[src/rtl/ssif_pkg.sv]
// Shared types and constants for the serial response interface.
package ssif_pkg;

  typedef enum logic [2:0] {
    IDLE,
    CMD,
    DECODE,
    READ,
    WRITE,
    DONE
  } state_t;

  localparam logic [7:0] READ_CMD  = 8'hAA;
  localparam logic [7:0] WRITE_CMD = 8'h0C;

  localparam int CMD_BITS = 8;
  localparam int RD_BITS  = 10;
  localparam int WR_BITS  = 8;

  localparam logic [3:0] CMD_LAST = 4'(CMD_BITS - 1);
  localparam logic [3:0] RD_LAST  = 4'(RD_BITS - 1);
  localparam logic [3:0] WR_LAST  = 4'(WR_BITS - 1);

  // Bit counter increment that sticks at all-ones instead of wrapping.
  function automatic logic [3:0] sat_inc(input logic [3:0] v);
    return (v == 4'hF) ? v : v + 4'd1;
  endfunction

endpackage

[src/rtl/serial_resp_if_sync2.sv]
// Two-flop synchronizer for a single asynchronous bit; RST_VAL is the idle level.
module sync2 #(
  parameter logic RST_VAL = 1'b0
) (
  input  logic clk,
  input  logic rst_n,
  input  logic d,
  output logic q
);

  logic meta;

  always_ff @(posedge clk or negedge rst_n) begin
    if (!rst_n) begin
      meta <= RST_VAL;
      q    <= RST_VAL;
    end else begin
      meta <= d;
      q    <= meta;
    end
  end

endmodule

[src/rtl/serial_resp_if.sv]
// Serial command/response slave: 8-bit command, then 10-bit read or 8-bit write payload.
// Optional sticky error flags err_abort/err_cmd are built when SSIF_ERR_DETECT_EN is defined.
module serial_resp_if
  import ssif_pkg::*;
(
  input  logic       clk,
  input  logic       rst_n,
`ifdef SSIF_ERR_DETECT_EN
  output logic       err_abort,
  output logic       err_cmd,
`endif
  input  logic       tclk,
  input  logic       trst,
  input  logic       dq_in,
  output logic       dq_out,
  output logic       dq_oe,
  input  logic [9:0] rd_data,
  output logic [7:0] cmd,
  output logic       cmd_valid,
  output logic [7:0] wr_data,
  output logic       wr_valid,
  output logic       busy
);

  logic       tclk_s;
  logic       trst_s;
  logic       dq_s;
  logic       tclk_q;
  logic [1:0] flushed;
  logic       armed;
  logic       tclk_rise;
  logic       tclk_fall;
  state_t     state;
  logic [3:0] cnt;
  logic [7:0] cmd_sr;
  logic [7:0] wr_sr;
  logic [9:0] rd_sr;

  sync2 #(.RST_VAL(1'b1)) u_sync_tclk (.clk(clk), .rst_n(rst_n), .d(tclk),  .q(tclk_s));
  sync2 #(.RST_VAL(1'b0)) u_sync_trst (.clk(clk), .rst_n(rst_n), .d(trst),  .q(trst_s));
  sync2 #(.RST_VAL(1'b0)) u_sync_dq   (.clk(clk), .rst_n(rst_n), .d(dq_in), .q(dq_s));

  assign tclk_rise = tclk_s & ~tclk_q;
  assign tclk_fall = ~tclk_s & tclk_q;
  assign busy      = trst_s;

  // The synchronizer output is only trusted once its reset value has flushed;
  // a frame is joined only after trst has genuinely been seen low.
  always_ff @(posedge clk or negedge rst_n) begin
    if (!rst_n) begin
      tclk_q  <= 1'b1;
      flushed <= 2'b00;
      armed   <= 1'b0;
    end else begin
      tclk_q  <= tclk_s;
      flushed <= {flushed[0], 1'b1};
      if (flushed[1] && !trst_s)
        armed <= 1'b1;
    end
  end

  always_ff @(posedge clk or negedge rst_n) begin
    if (!rst_n) begin
      state     <= IDLE;
      cnt       <= 4'd0;
      cmd_sr    <= 8'd0;
      wr_sr     <= 8'd0;
      rd_sr     <= 10'd0;
      cmd       <= 8'd0;
      cmd_valid <= 1'b0;
      wr_data   <= 8'd0;
      wr_valid  <= 1'b0;
      dq_out    <= 1'b0;
      dq_oe     <= 1'b0;
    end else begin
      cmd_valid <= 1'b0;
      wr_valid  <= 1'b0;
      if (!trst_s) begin
        state  <= IDLE;
        cnt    <= 4'd0;
        dq_oe  <= 1'b0;
        dq_out <= 1'b0;
      end else begin
        case (state)
          IDLE: begin
            if (armed) begin
              state <= CMD;
              cnt   <= 4'd0;
            end
          end
          CMD: begin
            if (tclk_rise) begin
              cmd_sr <= {dq_s, cmd_sr[7:1]};
              cnt    <= sat_inc(cnt);
              if (cnt == CMD_LAST)
                state <= DECODE;
            end
          end
          DECODE: begin
            cmd       <= cmd_sr;
            cmd_valid <= 1'b1;
            cnt       <= 4'd0;
            if (cmd_sr == READ_CMD) begin
              rd_sr <= rd_data;
              state <= READ;
            end else if (cmd_sr == WRITE_CMD) begin
              state <= WRITE;
            end else begin
              state <= DONE;
            end
          end
          READ: begin
            // A bit is counted only on the rising edge that closes a presented bit.
            if (tclk_fall) begin
              dq_oe  <= 1'b1;
              dq_out <= rd_sr[0];
              rd_sr  <= {1'b0, rd_sr[9:1]};
            end else if (tclk_rise && dq_oe) begin
              cnt <= sat_inc(cnt);
              if (cnt == RD_LAST) begin
                dq_oe <= 1'b0;
                state <= DONE;
              end
            end
          end
          WRITE: begin
            if (tclk_rise) begin
              wr_sr <= {dq_s, wr_sr[7:1]};
              cnt   <= sat_inc(cnt);
              if (cnt == WR_LAST) begin
                wr_data  <= {dq_s, wr_sr[7:1]};
                wr_valid <= 1'b1;
                state    <= DONE;
              end
            end
          end
          DONE: ;
          default: state <= IDLE;
        endcase
      end
    end
  end

`ifdef SSIF_ERR_DETECT_EN
  always_ff @(posedge clk or negedge rst_n) begin
    if (!rst_n) begin
      err_abort <= 1'b0;
      err_cmd   <= 1'b0;
    end else begin
      if (!trst_s && (state == CMD || state == READ || state == WRITE))
        err_abort <= 1'b1;
      if (trst_s && state == DECODE && cmd_sr != READ_CMD && cmd_sr != WRITE_CMD)
        err_cmd <= 1'b1;
    end
  end
`endif

endmodule

[config.mk]
export PLATFORM = sky130hd
export DESIGN_NAME = serial_resp_if
export DESIGN_NICKNAME = d
export VERILOG_FILES = /design/src/rtl/ssif_pkg.sv /design/src/rtl/serial_resp_if_sync2.sv /design/src/rtl/serial_resp_if.sv
export SDC_FILE = /design/constraint.sdc
export NUM_CORES = 1
export LEC_CHECK = 0
export CORE_UTILIZATION = 58
export CTS_CLUSTER_SIZE = 30
export DETAILED_ROUTE_END_ITERATION = 8
export GPL_TIMING_DRIVEN = 0
export PLACE_DENSITY = 0.84
export SLEW_MARGIN = 20
export SYNTH_ARGS = -nofsm -noshare
export SYNTH_HDL_FRONTEND = slang
export SYNTH_SLANG_ARGS = --single-unit
export TNS_END_PERCENT = 1
[constraint.sdc]
create_clock -name clk -period 3.75 [get_ports clk]
set_input_delay 0.375 -clock clk [delete_from_list [all_inputs] [get_ports clk]]
set_output_delay 0.375 -clock clk [all_outputs]
set_load 0.01 [all_outputs]
* Word level (Yosys, flattened, before mapping)
Index checks and enable logic that the tools add are counted.
Operators by class: muxes and demuxes 36, equal/unequal tests 27, $add $sub $neg 1, bitwise operators 4, reduce and logical (&&, ||, !) cells 15
Operators with widths (number):
- $ne A3 B3 Y1 const B | 11
- $mux W3 | 10
- $mux W4 | 6
- $mux W10 | 2
- $pmux W10 S2 | 1
- $pmux W3 S6 | 1
- $pmux W4 S4 | 1
- $mux W1 | 15
- $ne A2 B2 Y1 const B | 5
- $reduce_and A3 Y1 | 3
- $reduce_and A9 Y1 | 1
- $eq A4 B4 Y1 const B | 2
- $eq A8 B4 Y1 const B | 1
- $eq A8 B8 Y1 const B | 1
- $reduce_and A4 Y1 | 2
- $eq A3 B2 Y1 const B | 2
- $eq A3 B3 Y1 const B | 2
- $ne A5 B5 Y1 const B | 1
- $reduce_and A5 Y1 | 1
- $add A4 B1 Y4 const B | 1
- $eq A4 B3 Y1 const B | 1
- $reduce_and A2 Y1 | 2
- $eq A3 B1 Y1 const B | 1
- $logic_not A3 Y1 | 1
- 6 further kinds | 9
Storage, ports and cells: input bits 15, word-level logic and storage cells 103, output and inout bits 21, bits in registers 63

* Longest topological paths before layout
word-level depth 7, depth in mapped cells 7, gate-level depth less buffers 7

* By module
Synthesis repeated with hierarchy kept, for this count alone.
Second synthesis, totals: cell total of the unflattened synthesis 209, area total of the unflattened synthesis 2839.0 sq um
Modules (own cells, without submodules):
- serial_resp_if | area each 2686.3 sq um, instances 1, cells each 203
- sync2 (u_sync_dq ...) | area each 50.0 sq um, instances 2, cells each 2
- sync2 (u_sync_tclk) | area each 52.6 sq um, instances 1, cells each 2

* Worst setup path before layout
Ideal clock, no wire load.
path kind register -> register, start reg state[0], end reg rd_sr[0], setup slack 1.924 ns, data required time 3.625 ns, library setup time 0.125 ns, stages on the path, launching flop included 6, data arrival time 1.701 ns, clock period less this slack 1.826 ns, buffers on the path 1, cells stage by stage dfrtp_1 -> buf_2 -> nor4_4 -> nand3_1 -> a21oi_4 -> mux2_2
Between the ends: word-level cells in the longest chain between the ends 3, elaborated cells on any way between the ends 7
RTL lines:
- from (decl) | RTL line serial_resp_if.sv:33 | state_t state;
- from (signal assigned) | RTL line serial_resp_if.sv:64 | state <= IDLE;
- from (signal assigned) | RTL line serial_resp_if.sv:79 | state <= IDLE;
- from (signal assigned) | RTL line serial_resp_if.sv:87 | state <= CMD;
- $eq A3 B2 Y1 | RTL line serial_resp_if.sv:84 | case (state)
- $ne A2 B2 Y1 (no line) or $reduce_bool A2 Y1 (tied branches)
- $reduce_and A4 Y1 (no line)
- to (signal assigned) | RTL line serial_resp_if.sv:104 | rd_sr <= rd_data;
- to (signal assigned) | RTL line serial_resp_if.sv:117 | rd_sr <= {1'b0, rd_sr[9:1]};
- to (decl) | RTL line serial_resp_if.sv:37 | logic [9:0] rd_sr;
Several ways; a longest one is shown, not always the timed one. A chain may end at the register's enable or synchronous reset.

* Final worst setup path
start reg state[2], end reg rd_sr[4]
Same word-level chain as after synthesis.

==> results.cfg <==
[status]
status = finished, final reports clean

[route]
wirelength_um = 4790
routed_via_density = 5.75
wl_per_cell_um = 15.7
ant_nets = 0
drt_iter0_drc = 90
first_pass_iters = 4
drc = 0
num_vias = 1755

[timing]
tightest_slew_ps = 601
whs_ps = 348
rsz0062_at_grt = false
finalCritPeriodShare = 0.563
setup_tns_ps = 0
setup_viol = 0
fin_skew_ps = 5.76
fin_crit_ps = 2110
final_max_slew_viol_count = 0
fmax_ghz = 0.474
slew_headroom = 0.596
hold_violations = 0

[setup_path]
worstPathMaxFanout = 10
crit_required_ps = 3950
max_stage_delay_ps = 410
path_cells = buf_2 -> nor2b_1 -> nand4_1 -> a21oi_4 -> mux2_2
reg2reg_depth = 5
end_kind = register
critPathSlowestCell = mux2_2
arrival_ps = 2320
start_kind = register
worstSetupPathType = register to register

[floorplanning]
start_util = 0.608
ios = 36
die_h_um = 70.0
core-area_um2 = 4410
dieArea_um2 = 4900
fp.dieW_um = 70.0
rows = 24

[final_layout]
design_area_um2 = 3360
n_fill_cell = 294
final_common_cell = dfrtp_1
final_cell_mix = dfrtp_1, mux2_2, clkdlybuf4s50_1, nand2_1, clkbuf_8
area_delta_synth_final_pct = 25.1
nets = 265
layout-drive-gt1-share = 0.312
diodes = 0

[hold_path]
min_path_cells = 0
hp-class = register to register

[clock_tree]
cts_tree = built
cts_made_buffers = 9
insertion_delay_ps = 330
ctsResizeCount = 0
cts_num_sinks = 62
htreeDepth = 3
clk_pin_slew_ps = 60
ctsLongestPathBuffers = 2
root_buffer = clkbuf_8

[place]
placed_cell_area_um2 = 3120
port_buffers = 35
dp.final_hpwl_um = 3260
gp_congestion = 0.841

[grt]
overflow = 0
grt_max_degree = 33
antenna_found_initial = 0
grt_pass1_vias = 1809
grt_pass1_wl_um = 8200
gr-usage-all-layers = 0.217

[flow_run]
maxCapViolations = 0

[synth]
ys.flop_type = dfrtp_1
ys_ff_latch = 62
yosys.cell_types.count = 43
syn_inst = 200
postSynthAreaPerCell_um2 = 13.4
async_reset_ff_frac = 1.00
synthesis.nets = 217
syn_area_um2 = 2680
ys_warn_count = 0
ys_seq_area_frac = 0.579
synth_edf_count = 0

[power]
p_leak_nw = 1.52
ir_drop_mv = 0.346
power.density_nw_per_um2 = 508
## per-layer routing
layer	vias up	share of wire	global-route usage	routed length [um]
met5	-	0	0	0
met1	878	0.44	0.278	2100
met3	8	0.038	0.0476	182
li1	817	-	-	-
met4	0	0.016	0.107	77
met2	52	0.51	0.351	2430
## worst max-delay path: cells and delay by family (launching register included)
family | cells | cell delay, ps
muxes | 1 | 410
buffers and inverters | 1 | 180
and+or+nand+nor | 2 | 640
DFF | 1 | 370
AOI/OAI and AO/OA | 1 | 390
## registers in the layout, indices dropped and copies added (netlist names)
name	count
wr_valid	1
u_sync_tclk.q	1
flushed	2
u_sync_tclk.meta	1
tclk_q	1
rd_sr	10
dq_oe	1
u_sync_trst.meta	1
wr_sr	7
cmd_sr	8
u_sync_dq.meta	1
dq_out	1
armed	1
cnt	4
u_sync_trst.q	1
state	3
u_sync_dq.q	1
wr_data	8
cmd_valid	1
cmd	8
## cell families after synthesis
group / after synthesis / share of synthesized area
flip-flops: 62 / 0.579
multiplexers: 51 / 0.213
AND/OR/NAND/NOR: 48 / 0.108
AO/OA/AOI/OAI: 23 / 0.0639
buffers and inverters: 13 / 0.0252
adder cells (fa/ha/maj): 2 / 0.00932
other: 1 / 0.00140
## final cells by class
type	count	area, um^2	area share
clock buffers	12	135	0.0403
repair buffers	37	378	0.113
inverters	6	22.5	0.00671
multi-input cells	125	1060	0.316
well taps	52	65.1	0.0194
clock inverters	4	95.1	0.0283
flip-flops and latches	62	1560	0.463
plain buffers	7	45.0	0.0134
## stage by stage
stage               cells  power (mW)   util  worst slack [ps]
floorplan             200       0.939      -              1920
global placement      287        1.02  0.702               409
detailed placement    288        1.04  0.706              1690
CTS                   305        1.72  0.760              1650
global route          305        1.77  0.760              1530
finish                305        1.71  0.760              1640
## power by group
part / switching [mW] / leakage, nW / total, mW / internal [mW]
clock network: 0.238 / 0.115 / 0.679 / 0.441
registers: 0.0505 / 0.826 / 0.775 / 0.724
logic: 0.127 / 0.579 / 0.253 / 0.127
total: 0.415 / 1.52 / 1.71 / 1.29
## path summary, 6_finish.rpt
check | startpoint | to | slack (ps)
hold / removal | u_sync_trst.meta | u_sync_trst.q | 350
max in group asynchronous | rst_n | state[2] | 2750
setup reg to reg | state[2] | rd_sr[4] | 1640
setup / recovery | state[2] | rd_sr[4] | 1640
min in group asynchronous | rst_n | rd_sr[9] | 520
hold reg to reg | u_sync_trst.meta | u_sync_trst.q | 350
## timing repair
action,in CTS,in global routing
hold endpoints to repair,28,0
setup buffers,0,0
hold buffers,1,0
## Yosys cell counts, drive strengths merged (2+ instances only)
master	count	area [um^2]
o32ai	3	26.3
nor4	2	42.5
nor2b	2	12.5
o211ai	2	15.0
inv	6	22.5
nand3	5	25.0
ha	2	25.0
o21ai	3	15.0
mux2i	3	30.0
buf	5	31.3
dfstp	3	78.8
nand3b	2	15.0
a31oi	3	18.8
dfrtp	59	1480
o22ai	2	12.5
nor2	6	27.5
nand2b	2	12.5
or3	2	15.0
nand4	2	12.5
nand2	17	66.3
a21oi	4	31.3
mux2	48	541
(Power assumes the default switching activity.)
